===== config.mk =====
export PLATFORM = sky130hd
export DESIGN_NAME = uart_rx_gen2
export DESIGN_NICKNAME = d
export VERILOG_FILES = /design/src/rtl/uart_pkg.sv /design/src/rtl/uart_sync_fifo.sv /design/src/rtl/uart_rx_gen2.sv
export SDC_FILE = /design/constraint.sdc
export NUM_CORES = 1
export LEC_CHECK = 0
export BUFFER_PORTS_ARGS = -buffer_cell sky130_fd_sc_hd__buf_4
export CORE_UTILIZATION = 50
export CTS_CLUSTER_DIAMETER = 30
export DETAILED_ROUTE_END_ITERATION = 16
export PLACE_DENSITY_LB_ADDON = 0.15
export SYNTH_ARGS = -nofsm -noshare
export SYNTH_HDL_FRONTEND = slang
export SYNTH_SLANG_ARGS = --single-unit

===== constraint.sdc =====
create_clock -name CLK -period 2.4 [get_ports CLK]
set_clock_uncertainty 0.05 [all_clocks]
set_input_delay 0.48 -clock CLK [delete_from_list [all_inputs] [get_ports CLK]]
set_output_delay 0.48 -clock CLK [all_outputs]
set_load 0.02 [all_outputs]

===== src/rtl/uart_pkg.sv =====
// Shared types and helpers for the UART receiver.
// FSM state encoding, vote placement and FIFO level sizing.
package uart_pkg;

  typedef enum logic [2:0] {
    IDLE,
    START,
    DATA,
    PARITY,
    STOP,
    BREAK_WAIT
  } rx_state_e;

  // Distance of the outer vote samples from the bit centre, in ticks.
  localparam int unsigned MAJ_SPREAD = 1;

  function automatic int unsigned mid_tick(input int unsigned ovs);
    return ovs / 2;
  endfunction

  function automatic int unsigned lvl_w(input int unsigned depth);
    return $clog2(depth) + 1;
  endfunction

  function automatic logic maj3(
    input logic a,
    input logic b,
    input logic c
  );
    return (a & b) | (a & c) | (b & c);
  endfunction

endpackage


===== src/rtl/uart_sync_fifo.sv =====
// Register-based first-word-fall-through FIFO with occupancy output.
// A write while full only succeeds when a read frees a slot that cycle.
module uart_sync_fifo
  import uart_pkg::*;
#(
  parameter int unsigned W     = 10,
  parameter int unsigned DEPTH = 16
) (
  input  logic                    clk,
  input  logic                    rst_n,
  input  logic                    wr_en_i,
  input  logic [W-1:0]            wr_data_i,
  input  logic                    rd_en_i,
  output logic                    rd_valid_o,
  output logic [W-1:0]            rd_data_o,
  output logic                    full_o,
  output logic [lvl_w(DEPTH)-1:0] level_o
);

  localparam int unsigned AW = $clog2(DEPTH);
  localparam int unsigned LW = lvl_w(DEPTH);

  logic [W-1:0]  mem_q [DEPTH];
  logic [AW-1:0] wp_q;
  logic [AW-1:0] rp_q;
  logic [LW-1:0] cnt_q;
  logic [LW-1:0] cnt_d;
  logic          push;
  logic          pop;

  assign rd_valid_o = (cnt_q != '0);
  assign full_o     = (cnt_q == LW'(DEPTH));
  assign pop        = rd_en_i & rd_valid_o;
  assign push       = wr_en_i & (~full_o | pop);
  assign level_o    = cnt_q;
  assign rd_data_o  = rd_valid_o ? mem_q[rp_q] : '0;

  always_comb begin
    cnt_d = cnt_q;
    case ({push, pop})
      2'b10:   cnt_d = cnt_q + 1'b1;
      2'b01:   cnt_d = cnt_q - 1'b1;
      default: cnt_d = cnt_q;
    endcase
  end

  always_ff @(posedge clk or negedge rst_n) begin
    if (!rst_n) begin
      wp_q  <= '0;
      rp_q  <= '0;
      cnt_q <= '0;
    end else begin
      if (push) wp_q <= wp_q + 1'b1;
      if (pop)  rp_q <= rp_q + 1'b1;
      cnt_q <= cnt_d;
    end
  end

  always_ff @(posedge clk) begin
    if (push) mem_q[wp_q] <= wr_data_i;
  end

endmodule


===== src/rtl/uart_rx_gen2.sv =====
// Oversampling UART receiver with majority vote, break detect,
// RX FIFO, threshold, overflow and idle-timeout status.
module uart_rx_gen2
  import uart_pkg::*;
#(
  parameter int unsigned DATA_W       = 8,
  parameter int unsigned OVS          = 16,
  parameter int unsigned FIFO_DEPTH   = 16,
  parameter int unsigned TIMEOUT_BITS = 32
) (
  input  logic                         CLK,
  input  logic                         RESET_N,
  input  logic                         BAUD_TICK,
  input  logic                         RX,
  input  logic                         PARITY_EN,
  input  logic                         ODD_N_EVEN,
  input  logic                         STOP2,
  input  logic                         RD_EN,
  output logic                         RD_VALID,
  output logic [DATA_W-1:0]            RD_DATA,
  output logic                         RD_PERR,
  output logic                         RD_FERR,
  output logic [lvl_w(FIFO_DEPTH)-1:0] FIFO_LEVEL,
  input  logic [lvl_w(FIFO_DEPTH)-1:0] THRESH,
  output logic                         THRESH_HIT,
  output logic                         OVERFLOW,
  output logic                         BREAK_DET,
  output logic                         TIMEOUT,
  input  logic                         CLR_ERR
);

  localparam int unsigned LW = lvl_w(FIFO_DEPTH);
  localparam int unsigned TW = $clog2(OVS);
  localparam int unsigned BW = $clog2(DATA_W + 1);
  localparam int unsigned OW = $clog2(TIMEOUT_BITS + 1);

  localparam logic [TW-1:0] T_LO  = TW'(mid_tick(OVS) - MAJ_SPREAD);
  localparam logic [TW-1:0] T_MID = TW'(mid_tick(OVS));
  localparam logic [TW-1:0] T_HI  = TW'(mid_tick(OVS) + MAJ_SPREAD);
  localparam logic [TW-1:0] T_END = TW'(OVS - 1);
  localparam logic [BW-1:0] B_END = BW'(DATA_W);
  localparam logic [OW-1:0] O_MAX = OW'(TIMEOUT_BITS);

  rx_state_e          state_q;
  rx_state_e          state_d;
  logic               rx_s1_q;
  logic               rx_s2_q;
  logic               rx_d1_q;
  logic [TW-1:0]      tick_q;
  logic [BW-1:0]      bit_q;
  logic [DATA_W-1:0]  sh_q;
  logic               par_q;
  logic               ferr_q;
  logic               stop_q;
  logic [1:0]         samp_q;
  logic               wr_q;
  logic [DATA_W+1:0]  wr_data_q;
  logic               ovf_q;
  logic               brk_q;
  logic [OW-1:0]      to_q;

  logic               rx_s;
  logic               start_det;
  logic               tk_mid;
  logic               tk_hi;
  logic               tk_end;
  logic               maj;
  logic               is_brk;
  logic               stop_last;
  logic               perr;
  logic               pop;
  logic               full;
  logic               ovf_set;
  logic [DATA_W+1:0]  rd_word;

  logic               shift_en;
  logic               par_cap;
  logic               stop_smp;
  logic               push_set;
  logic               brk_set;
  logic               in_idle;

  assign rx_s      = rx_s2_q;
  assign start_det = (state_q == IDLE) & rx_d1_q & ~rx_s;
  assign tk_mid    = BAUD_TICK & (tick_q == T_MID);
  assign tk_hi     = BAUD_TICK & (tick_q == T_HI);
  assign tk_end    = BAUD_TICK & (tick_q == T_END);
  assign maj       = maj3(samp_q[0], samp_q[1], rx_s);
  assign stop_last = ~STOP2 | stop_q;
  assign perr      = PARITY_EN & ((^sh_q ^ par_q) != ODD_N_EVEN);

  // Break: all-zero data, zero parity (if any), zero first stop.
  assign is_brk = ~stop_q & ~maj & (sh_q == '0)
                & ~(PARITY_EN & par_q);

  always_ff @(posedge CLK or negedge RESET_N) begin
    if (!RESET_N) state_q <= IDLE;
    else          state_q <= state_d;
  end

  always_comb begin
    state_d = state_q;
    unique case (state_q)
      IDLE: begin
        if (start_det) state_d = START;
      end
      START: begin
        if (tk_mid & rx_s) state_d = IDLE;
        else if (tk_end)   state_d = DATA;
      end
      DATA: begin
        if (tk_end & (bit_q == B_END))
          state_d = PARITY_EN ? PARITY : STOP;
      end
      PARITY: begin
        if (tk_end) state_d = STOP;
      end
      STOP: begin
        if (tk_hi) begin
          if (is_brk)         state_d = BREAK_WAIT;
          else if (stop_last) state_d = IDLE;
        end
      end
      BREAK_WAIT: begin
        if (rx_s) state_d = IDLE;
      end
      default: state_d = IDLE;
    endcase
  end

  always_comb begin
    shift_en = 1'b0;
    par_cap  = 1'b0;
    stop_smp = 1'b0;
    push_set = 1'b0;
    brk_set  = 1'b0;
    in_idle  = 1'b0;
    unique case (state_q)
      IDLE:   in_idle  = 1'b1;
      DATA:   shift_en = tk_hi;
      PARITY: par_cap  = tk_hi;
      STOP: begin
        stop_smp = tk_hi & ~is_brk;
        push_set = tk_hi & ~is_brk & stop_last;
        brk_set  = tk_hi & is_brk;
      end
      default: in_idle = 1'b0;
    endcase
  end

  assign pop     = RD_EN & RD_VALID;
  assign ovf_set = wr_q & full & ~pop;

  always_ff @(posedge CLK or negedge RESET_N) begin
    if (!RESET_N) begin
      rx_s1_q   <= 1'b1;
      rx_s2_q   <= 1'b1;
      rx_d1_q   <= 1'b1;
      tick_q    <= '0;
      bit_q     <= '0;
      sh_q      <= '0;
      par_q     <= 1'b0;
      ferr_q    <= 1'b0;
      stop_q    <= 1'b0;
      samp_q    <= '0;
      wr_q      <= 1'b0;
      wr_data_q <= '0;
      ovf_q     <= 1'b0;
      brk_q     <= 1'b0;
      to_q      <= '0;
    end else begin
      rx_s1_q <= RX;
      rx_s2_q <= rx_s1_q;
      rx_d1_q <= rx_s2_q;

      if (start_det)      tick_q <= '0;
      else if (BAUD_TICK) tick_q <= tk_end ? '0 : tick_q + 1'b1;

      if (BAUD_TICK & (tick_q == T_LO)) samp_q[0] <= rx_s;
      if (tk_mid)                       samp_q[1] <= rx_s;

      if (start_det) begin
        bit_q  <= '0;
        stop_q <= 1'b0;
        ferr_q <= 1'b0;
      end else begin
        if (shift_en) bit_q <= bit_q + 1'b1;
        if (stop_smp) begin
          ferr_q <= ferr_q | ~maj;
          stop_q <= 1'b1;
        end
      end

      if (shift_en) sh_q  <= {maj, sh_q[DATA_W-1:1]};
      if (par_cap)  par_q <= maj;

      wr_q <= push_set;
      if (push_set) wr_data_q <= {ferr_q | ~maj, perr, sh_q};

      ovf_q <= ovf_set | (ovf_q & ~CLR_ERR);
      brk_q <= brk_set | (brk_q & ~CLR_ERR);

      if (start_det | pop | ~RD_VALID)
        to_q <= '0;
      else if (in_idle & tk_end & (to_q != O_MAX))
        to_q <= to_q + 1'b1;
    end
  end

  uart_sync_fifo #(
    .W     (DATA_W + 2),
    .DEPTH (FIFO_DEPTH)
  ) u_fifo (
    .clk        (CLK),
    .rst_n      (RESET_N),
    .wr_en_i    (wr_q),
    .wr_data_i  (wr_data_q),
    .rd_en_i    (RD_EN),
    .rd_valid_o (RD_VALID),
    .rd_data_o  (rd_word),
    .full_o     (full),
    .level_o    (FIFO_LEVEL)
  );

  assign {RD_FERR, RD_PERR, RD_DATA} = rd_word;

  assign THRESH_HIT = (THRESH != '0) & (FIFO_LEVEL >= THRESH);
  assign OVERFLOW   = ovf_q;
  assign BREAK_DET  = brk_q;
  assign TIMEOUT    = (to_q == O_MAX);

endmodule

==> summary.txt, run 1 <==
Outcome
  – Run status: complete, but fails checks
  – Failing checks: setup timing

Clocking
  – H-tree depth: 2
  – Root buf cell: clkbuf_16
  – Reg clk slew, reported paths: 0.05 ns
  – Clock sinks: 219
  – Longest Clk Path Bufs: 3
  – Clk_lat worst skew: 0.52 ns
  – Clock buffer count from CTS: 41
  – Post-CTS Hold Fix Bufs: 0
  – TritonCTS clock tree: built

Place
  – Hpwl dp: 12.2 mm
  – # port buffers: 33
  – Gp weighted congestion: 0.804
  – DP Area: about 0.010 mm^2
  – Place WS: -0.133 ns

Routing
  – First-pass DRT Iterations: 4
  – DR WL/cell: between 20 and 25 um
  – Via count: between 5,000 and 6,000
  – Detail Route Antenna Nets: 0
  – DR iter-0 viols: 353
  – DRT Wirelength: 20.0 mm
  – Number of remaining DRC errors: 0
  – Via-to-Cell Ratio: 5.66

Pwr
  – Switch Pwr: 4.16 mW
  – Pleak: about 4.3 nW
  – Share of power burned in registers: roughly 33%
  – P_int: approximately 10 mW
  – Clock network fraction of design power: 39.0%
  – Combinational fraction of design power: 28.0%
  – Peak supply drop: 0.000886 V
  – Sw frac: 29.3%
  – Power density over the cells: 1190 mW/mm^2

Timing
  – RSZ-0062 raised after global routing: yes
  – Final slew viol count: 0
  – Worst Slack Setup Final: -0.633 ns
  – Fin Hold WS: 0.00253 ns
  – Final Cycle Share: 126%
  – Final min period: 3.03 ns
  – Worst rel slew slack: 49.3%
  – Max frequency: 330 MHz
  – Fin. Hold Viols: 0
  – Worst-margin pin slew: 0.761 ns
  – Final Setup Violations: 13

Logic synthesis
  – Area share of the largest cell type after synthesis: 50.8%
  – Synth Area per Inst: 16.3 um^2
  – Post-synth top flop: edfxtp_1
  – Post-synthesis sequential area ratio: 66.4%
  – Post-synth EDFFs: 160
  – Synth warn: 0
  – Synthesis-stage register bit count: 219
  – Async SR Flop Fraction: 26.9%
  – Syn nets: 616
  – Post-synthesis instance total: 579
  – Cell taking the most area after synthesis: edfxtp_1
  – Post-synthesis cell area: around 0.0095 mm^2
  – Synth cell types: 56
  – Ranking of synthesized cells by area: edfxtp_1 51%, dfrtp_1 15%, mux4_2 12%, ha_1 3.0%, and2_1 1.7%

Setup path
  – Element type at the critical path end: primary output
  – Reg-to-Reg Start: u_fifo.level_o[0]$_DFFE_PN0P_
  – CP Launch Type: register
  – R2R Path End: u_fifo.level_o[1]$_DFFE_PN0P_
  – Cell Chain, Critical Path: buf_6 -> buf_12 -> mux4_2 -> mux4_2 -> and2_4 -> buf_6
  – Critical path class: register to primary output
  – CP max stage cell: mux4_2
  – CP top delay family: multiplexers
  – Worst Path Required: 1.87 ns
  – Critical Path AT: 2.50 ns
  – Buf/Inv on CP: 3
  – Flop2flop setup slack: -0.13 ns
  – Critical Path Max Stage Delay: 0.53 ns
  – Crit path max fanout: 6
  – Worst r2r path cells: 11

Floorplanning
  – Core area: 0.0183 mm^2
  – I/O pin count: 34
  – # rows: 49
  – Initial Util: 51.8%
  – Die area: 0.0195 mm^2
  – Width of the die: 140 um
  – Chip height: 140 um

Final layout
  – Ant. Diodes: 0
  – Layout fillers: around 1,300
  – Layout area overhead: 26.2%
  – # nets final: 723
  – Share of cells above drive strength 1: a little over a third
  – Multi-input logic area: 0.00300 mm^2
  – Design area: 0.0119 mm^2
  – FF+latch area: 0.00629 mm^2
  – Fin util: 65.4%

Global route
  – Initial antenna violation count: 0
  – GRT Total Usage: 21.0%
  – Vias in the first global route: around 5,500
  – First-pass GRT wire length: a little over 30 mm
  – Remaining global-route overflow: 0
  – Largest net degree at the start of global routing: 60

Min path
  – Min-Delay Path Class: input port to asynchronous set/reset pin

Run
  – Maxcap violations: 0
-- placed cells by master, fill, tap and decap left out, types with 15 or more instances in the layout --
master,instances
nand2_1,32
buf_6,15
clkbuf_16,42
ha_1,21
and2_1,17
nor2_1,25
o21ai_0,18
inv_1,28
dfrtp_1,55
mux4_2,50
buf_4,61
edfxtp_1,160
-- metrics by stage --
step / instances / total power, mW / setup TNS (ns)
after detailed placement: 857 / 8.24 / -0.847
after floorplan: 579 / 7.09 / -0.00389
final: 948 / 14.2 / -6.43
after global routing: 948 / 14.8 / -7.34
after global placement: 857 / 8.15 / -0.685
after CTS: 935 / 14.1 / -6.12
-- power by group through the flow --
stage	sequential, mW	combinational (mW)	clock [mW]
detailed placement	4.76	3.48	0
global route	4.72	4.26	5.79
floorplan	4.73	2.35	0
global placement	4.73	3.42	0
CTS	4.69	3.76	5.63
finish	4.69	3.97	5.55
-- layer usage --
metal | routed length [um] | share of wire (%) | up-vias | global-route usage [%]
met1 | 8550 | 43 | 2712 | 28.7
met2 | 9750 | 49 | 167 | 33.5
li1 | - | - | 2445 | -
met5 | 0 | 0 | - | 0
met4 | 536 | 2.7 | 0 | 7.29
met3 | 1170 | 5.9 | 44 | 4.54
-- registers in the layout (all words and copies together), names as in the netlist --
| register | cells |
|---|---|
| BREAK_DET | 1 |
| OVERFLOW | 1 |
| bit_q | 4 |
| ferr_q | 1 |
| par_q | 1 |
| rx_d1_q | 1 |
| rx_s | 1 |
| rx_s1_q | 1 |
| samp_q | 2 |
| sh_q | 8 |
| state_q | 3 |
| stop_q | 1 |
| tick_q | 4 |
| to_q | 6 |
| u_fifo.level_o | 5 |
| u_fifo.mem_q | 160 |
| u_fifo.rp_q | 4 |
| u_fifo.wp_q | 4 |
| wr_data_q | 10 |
| wr_q | 1 |
-- final cells by class --
class | count | area share, %
clock buffer | 42 | 8.62
clock inverter | 34 | 2.79
inverter | 30 | 1.07
multi-input combinational | 305 | 25.1
sequential | 219 | 52.6
tap | 229 | 2.40
timing repair buffer | 89 | 7.42
-- cell usage after synthesis, types with 9 or more instances --
| master | number |
|---|---|
| edfxtp_1 | 160 |
| dfrtp_1 | 56 |
| mux4_2 | 50 |
| nand2_1 | 32 |
| inv_1 | 29 |
| and2_1 | 26 |
| nor2_1 | 25 |
| ha_1 | 23 |
| o21ai_0 | 21 |
| clkbuf_1 | 14 |
| xnor2_1 | 14 |
| mux2_2 | 9 |
-- worst max path at each step --
stage | startpoint | endpoint | cells past startpoint
4_1_cts | u_fifo.rp_q[0]$_DFFE_PN0N_ | RD_DATA[2] | 5
5_1_grt | u_fifo.rp_q[0]$_DFFE_PN0N_ | RD_DATA[2] | 5
6_report | u_fifo.rp_q[0]$_DFFE_PN0N_ | RD_DATA[2] | 6
3_5_place_dp | u_fifo.rp_q[0]$_DFFE_PN0N_ | RD_DATA[2] | 5
3_3_place_gp | u_fifo.rp_q[0]$_DFFE_PN0N_ | RD_DATA[2] | 5
2_1_floorplan | u_fifo.level_o[0]$_DFFE_PN0P_ | u_fifo.level_o[4]$_DFFE_PN0P_ | 9
-- worst register-to-register path, delay by kind of cell, from the launching register on --
family,cells,cell delay [ns]
buffers and inverters,6,0.75
and+or+nand+nor,3,0.75
AOI/OAI and AO/OA,2,0.50
DFF,1,0.39
-- repair_timing --
item / CTS / global route
setup buffers: 2 / 12
pin swaps: 14 / 2
setup endpoints to repair: 12 / 13
gates resized for setup: 26 / 19
gates cloned: 0 / 1
-- kinds of logic after synthesis --
family / share of synthesized area [%]
xor+xnor: 1.94
buf+inv: 2.63
mux: 14.1
flops: 66.4
fa+ha+maj: 3.16
simple gates: 7.93
compound gates: 3.87
Power figures use the tool's default switching activity.
==> run 2: changes to the inputs <==
--- a/config.mk
+++ b/config.mk
@@ -9,6 +9,7 @@
 export CORE_UTILIZATION = 50
 export CTS_CLUSTER_DIAMETER = 30
 export DETAILED_ROUTE_END_ITERATION = 16
+export MAX_ROUTING_LAYER = met4
 export PLACE_DENSITY_LB_ADDON = 0.15
 export SYNTH_ARGS = -nofsm -noshare
 export SYNTH_HDL_FRONTEND = slang
==> summary.txt, run 2 (synthesis gave the netlist of run 1 again) <==
Outcome
  – Run status: complete, but fails checks
  – Failing checks: setup timing

Routing
  – Detail Route Antenna Nets: 0
  – Via count: roughly 5,400
  – DRT Wirelength: 20.2 mm
  – First-pass DRT Iterations: 7
  – DR WL/cell: 21.2 um
  – Via-to-Cell Ratio: 5.65
  – Number of remaining DRC errors: 0
  – DR iter-0 viols: 359

Place
  – Hpwl dp: 12.2 mm
  – Gp weighted congestion: 0.821
  – # placed instances: between 800 and 900
  – # port buffers: 33

Global route
  – Gr busiest metal: met2
  – Met2 usage: 33.5%
  – Remaining global-route overflow: 0
  – Initial antenna violation count: 0
  – Vias in the first global route: roughly 5,500
  – Largest net degree at the start of global routing: 60
  – GRT Total Usage: a little over a fifth
  – First-pass GRT wire length: approximately 30 mm
  – Met1 Use GR: 28.6%
  – GRT met3 Usage: 4.54%

Clocking
  – Clk_lat worst skew: approximately 0.52 ns
  – H-tree depth: 2
  – Longest Clk Path Bufs: 3
  – TritonCTS clock tree: built
  – Root buf cell: clkbuf_16
  – Reg clk slew, reported paths: 0.05 ns
  – Clock sinks: 219
  – Post-CTS Hold Fix Bufs: 0
  – Clock buffer count from CTS: 41

Floorplanning
  – Core area: 0.0183 mm^2
  – I/O pin count: 34
  – Chip height: 140 um
  – Initial Util: around half
  – # rows: 49
  – Die area: between 0.015 and 0.02 mm^2
  – Width of the die: 140 um

Timing
  – Final Cycle Share: 127%
  – Worst-margin pin slew: 0.770 ns
  – Fin. Hold Viols: 0
  – Worst rel slew slack: 48.7%
  – Final min period: roughly 3.0 ns
  – Final Setup Violations: 13
  – Worst Slack Setup Final: -0.643 ns
  – RSZ-0062 raised after global routing: yes
  – Final slew viol count: 0
  – Max frequency: 329 MHz

Final layout
  – # nets final: a little over 700
  – Finished Layout Cells: 951
  – Ant. Diodes: 0
  – Leading cell type in the layout, fill and taps excluded: edfxtp_1
  – Top flop regs: u_fifo.mem_q: 160 flops, wr_data_q: 10 flops, sh_q: 8 flops
  – Layout area overhead: 27.0%
  – Commonest non-fill, non-tap cells in the layout: 160 x edfxtp_1, 58 x buf_4, 55 x dfrtp_1, 50 x mux4_2, 44 x clkbuf_16
  – Max reg flops: 160
  – Largest Register: u_fifo.mem_q
  – Layout fillers: 1,250
  – Share of cells above drive strength 1: 35.7%

Setup path
  – Worst Path Required: 1.87 ns
  – CP top delay family: multiplexers
  – Element type at the critical path end: primary output
  – Critical Path AT: 2.51 ns
  – WP depth: 6
  – CP max stage cell: mux4_2
  – Crit path max fanout: 6
  – CP Launch Type: register
  – Buf/Inv on CP: 3
  – Critical Path Max Stage Delay: between 0.5 and 0.6 ns
  – Worst r2r path cells: 11
  – Critical path class: register to primary output
  – Cell Chain, Critical Path: buf_6 -> buf_12 -> mux4_2 -> mux4_2 -> and2_4 -> buf_6

Pwr
  – Power density over the cells: between 1000 and 1500 mW/mm^2
  – Pleak: 4.32 nW
  – Total Power: 14.4 mW
  – Peak supply drop: 0.000884 V

Run
  – Maxcap violations: 0

Min path
  – Min-Delay Path Class: input port to asynchronous set/reset pin
[run 2: metrics by stage]
step	instance area (um^2)	TNS, ns	util [%]	setup WS, ns	hold slack (ns)
final	12000	-6.50	65.8	-0.643	0.00639
after global placement	10300	-0.685	56.5	-0.118	0.298
after floorplan	9480	-0.00389	-	-0.00389	0.134
after global routing	12000	-7.46	65.8	-0.696	0.0134
after detailed placement	10300	-0.847	56.5	-0.133	0.301
after CTS	11800	-6.12	64.5	-0.656	0.0156
[run 2: what timing repair did]
item	4_1_cts	5_1_grt
cloned	0	3
hold endpoints to repair	0	0
resized for setup	26	24
pin swaps	14	3
setup endpoints to repair	12	13
setup buffers	2	13
[run 2: cell type report]
type / count / area, um^2 / share of cell area [%]
sequential: 219 / 6290 / 52.3
multi-input combinational: 305 / 3000 / 25.0
clock buffer: 42 / 1030 / 8.56
timing repair buffer: 92 / 960 / 7.98
clock inverter: 34 / 333 / 2.77
tap: 229 / 287 / 2.38
inverter: 30 / 128 / 1.06
[run 2: power by group]
group / internal (mW) / switching (mW) / leakage [nW]
registers: 4.38 / 0.307 / 1.96
clock network: 3.53 / 2.02 / 0.653
logic: 2.26 / 1.88 / 1.71
total: 10.2 / 4.20 / 4.32
[run 2: worst paths after layout]
path                                          startpoint                       endpoint  slack (ns)
min in group CLK                                      RX              rx_s1_q$_DFF_PN1_        0.03
setup reg to reg           u_fifo.level_o[0]$_DFFE_PN0P_  u_fifo.level_o[1]$_DFFE_PN0P_       -0.12
hold reg to reg                        rx_s1_q$_DFF_PN1_                 rx_s$_DFF_PN1_        0.30
max in group asynchronous                        RESET_N     u_fifo.rp_q[0]$_DFFE_PN0N_        1.76
setup / recovery              u_fifo.rp_q[0]$_DFFE_PN0N_                     RD_DATA[2]       -0.64
hold / removal                                   RESET_N          tick_q[0]$_DFFE_PN0P_       0.006
[run 2: worst reg2reg max path, cell delays in order (launching register included)]
cell      delay [ns]
dfrtp_1         0.39
buf_6           0.12
nor4_4          0.32
and2b_1         0.21
buf_6           0.14
clkinv_8        0.09
buf_8           0.15
buf_4           0.13
buf_4           0.12
and2_1          0.22
a311o_1         0.36
o21ai_1         0.14
[run 2: routing by layer]
| metal | vias up | part of all wire, % |
|---|---|---|
| met5 | - | 0 |
| met4 | 0 | 2.8 |
| met3 | 45 | 8.3 |
| met2 | 201 | 48 |
| met1 | 2668 | 41 |
| li1 | 2458 | - |
==> run 3: changes to the inputs <==
--- a/config.mk
+++ b/config.mk
@@ -5,10 +5,10 @@
 export SDC_FILE = /design/constraint.sdc
 export NUM_CORES = 1
 export LEC_CHECK = 0
-export BUFFER_PORTS_ARGS = -buffer_cell sky130_fd_sc_hd__buf_4
 export CORE_UTILIZATION = 50
 export CTS_CLUSTER_DIAMETER = 30
 export DETAILED_ROUTE_END_ITERATION = 16
+export DONT_BUFFER_PORTS = 1
 export MAX_ROUTING_LAYER = met4
 export PLACE_DENSITY_LB_ADDON = 0.15
 export SYNTH_ARGS = -nofsm -noshare
==> summary.txt, run 3 (synthesis gave the netlist of run 1 again) <==
Timing
  – Fin. Hold Viols: 0
  – Max frequency: roughly 340 MHz
  – Final Setup Violations: 11
  – Final Cycle Share: 122%
  – Worst Slack Setup Final: -0.532 ns
  – RSZ-0062 raised after global routing: yes
  – Worst-margin pin slew: 0.800 ns
  – Worst rel slew slack: roughly 47%
  – Final min period: 2.93 ns
  – Fin Hold WS: 0.0212 ns
  – Final slew viol count: 0

Outcome
  – Run status: complete, but fails checks
  – Failing checks: setup timing

Floorplanning
  – I/O pin count: 34
  – Core area: 0.0183 mm^2
  – Initial Util: 51.8%
  – Die area: roughly 0.019 mm^2
  – Chip height: 140 um
  – Width of the die: ~140 um
  – # rows: 49

Final layout
  – Largest Register: u_fifo.mem_q
  – # nets final: 671
  – Commonest non-fill, non-tap cells in the layout: 160 x edfxtp_1, 55 x dfrtp_1, 50 x mux4_2, 43 x clkbuf_16, 32 x nand2_1
  – Share of cells above drive strength 1: 31.3%
  – Leading cell type in the layout, fill and taps excluded: edfxtp_1
  – Layout area overhead: 22.3%
  – FF+latch area: 0.00629 mm^2
  – Top flop regs: u_fifo.mem_q: 160 flops, wr_data_q: 10 flops, sh_q: 8 flops
  – Multi-input logic area: 0.00303 mm^2
  – Layout fillers: 1,296
  – Max reg flops: 160
  – Ant. Diodes: 0

Routing
  – Via count: about 5,000
  – Number of remaining DRC errors: 0
  – Detail Route Antenna Nets: 0
  – Via-to-Cell Ratio: 5.73
  – DR WL/cell: 22.0 um
  – DRT Wirelength: a little under 20 mm
  – DR iter-0 viols: 367
  – First-pass DRT Iterations: 4

Clocking
  – Clk_lat worst skew: about 0.5 ns
  – Longest Clk Path Bufs: 3
  – Clock buffer count from CTS: 42
  – H-tree depth: 2
  – Clock sinks: 219
  – TritonCTS clock tree: built
  – Reg clk slew, reported paths: about 0.050 ns
  – Root buf cell: clkbuf_16

Setup path
  – Critical path class: register to primary output
  – Worst Path Required: 1.87 ns
  – Critical Path AT: around 2.4 ns
  – Element type at the critical path end: primary output
  – Flop2flop setup slack: 0.13 ns
  – CP Launch Type: register
  – Crit path max fanout: 6

Min path
  – Min-Delay Path Class: input port to register

Global route
  – Largest net degree at the start of global routing: 60
  – GRT Total Usage: 21.9%
  – Initial antenna violation count: 0
  – Vias in the first global route: 5,494
  – Remaining global-route overflow: 0
  – First-pass GRT wire length: 30.6 mm

Place
  – Gp weighted congestion: a little over 0.8
  – Hpwl dp: 11.8 mm
  – # port buffers: 0

Pwr
  – Power density over the cells: 1220 mW/mm^2
  – Pleak: 4.05 nW
  – Total Power: 14.1 mW
  – Peak supply drop: roughly 0.00065 V

Run
  – Maxcap violations: 0
## run 3: worst paths after layout
| kind | start | endpoint | cells after the start |
|---|---|---|---|
| setup reg to reg | u_fifo.level_o[1]$_DFFE_PN0P_ | u_fifo.level_o[4]$_DFFE_PN0P_ | 9 |
| hold reg to reg | rx_s1_q$_DFF_PN1_ | rx_s$_DFF_PN1_ | 0 |
| min in group asynchronous | RESET_N | state_q[2]$_DFFE_PN0P_ | 2 |
| hold / removal | CLR_ERR | BREAK_DET$_DFF_PN0_ | 1 |
| setup / recovery | u_fifo.rp_q[0]$_DFFE_PN0N_ | RD_DATA[0] | 5 |
| max in group asynchronous | RESET_N | rx_s1_q$_DFF_PN1_ | 2 |
## run 3: stage by stage
| step | setup WS (ns) | util [%] | TNS [ns] | cells | instance area [um^2] |
|---|---|---|---|---|---|
| 5_1_grt | -0.578 | 63.3 | -5.67 | 894 | 11600 |
| 3_3_place_gp | -0.0608 | 54.0 | -0.244 | 808 | 9860 |
| 4_1_cts | -0.557 | 63.0 | -5.21 | 891 | 11500 |
| 6_report | -0.532 | 63.3 | -4.99 | 894 | 11600 |
| 2_1_floorplan | -0.00389 | - | -0.00389 | 579 | 9480 |
| 3_5_place_dp | -0.0751 | 54.0 | -0.286 | 808 | 9860 |
## run 3: layer usage
metal	wire length [um]	track usage [%]	part of all wire, %	vias to the layer above
met5	0	-	0	-
met4	479	7.58	2.4	0
met3	1020	4.68	5.2	38
met2	9980	35.9	51	131
met1	8150	27.0	42	2622
li1	-	-	-	2331
## run 3: area by class of cell
cell class                 count  area share (%)
multi-input combinational    305            26.2
sequential                   219            54.3
clock buffer                  45            9.36
tap                          229            2.48
timing repair buffer          36            3.74
inverter                      30            1.02
clock inverter                30            2.89
## run 3: what timing repair did
item	4_1_cts	5_1_grt
hold endpoints to repair	61	0
setup endpoints to repair	11	80
buffers inserted	3	3
gates resized for setup	36	18
hold buffers	4	0
cloned	2	0
pin swaps	1	5
## run 3: report_power, final
part	internal (mW)	switching, mW	total (mW)
combinational	1.91	1.73	3.64
sequential	4.38	0.323	4.70
clock	3.85	1.95	5.81
## run 3: critical path, cell delays in order (launching register included)
cell	delay, ns
dfrtp_2	0.38
buf_12	0.15
buf_12	0.13
mux4_2	0.49
mux4_2	0.53
and2_4	0.21
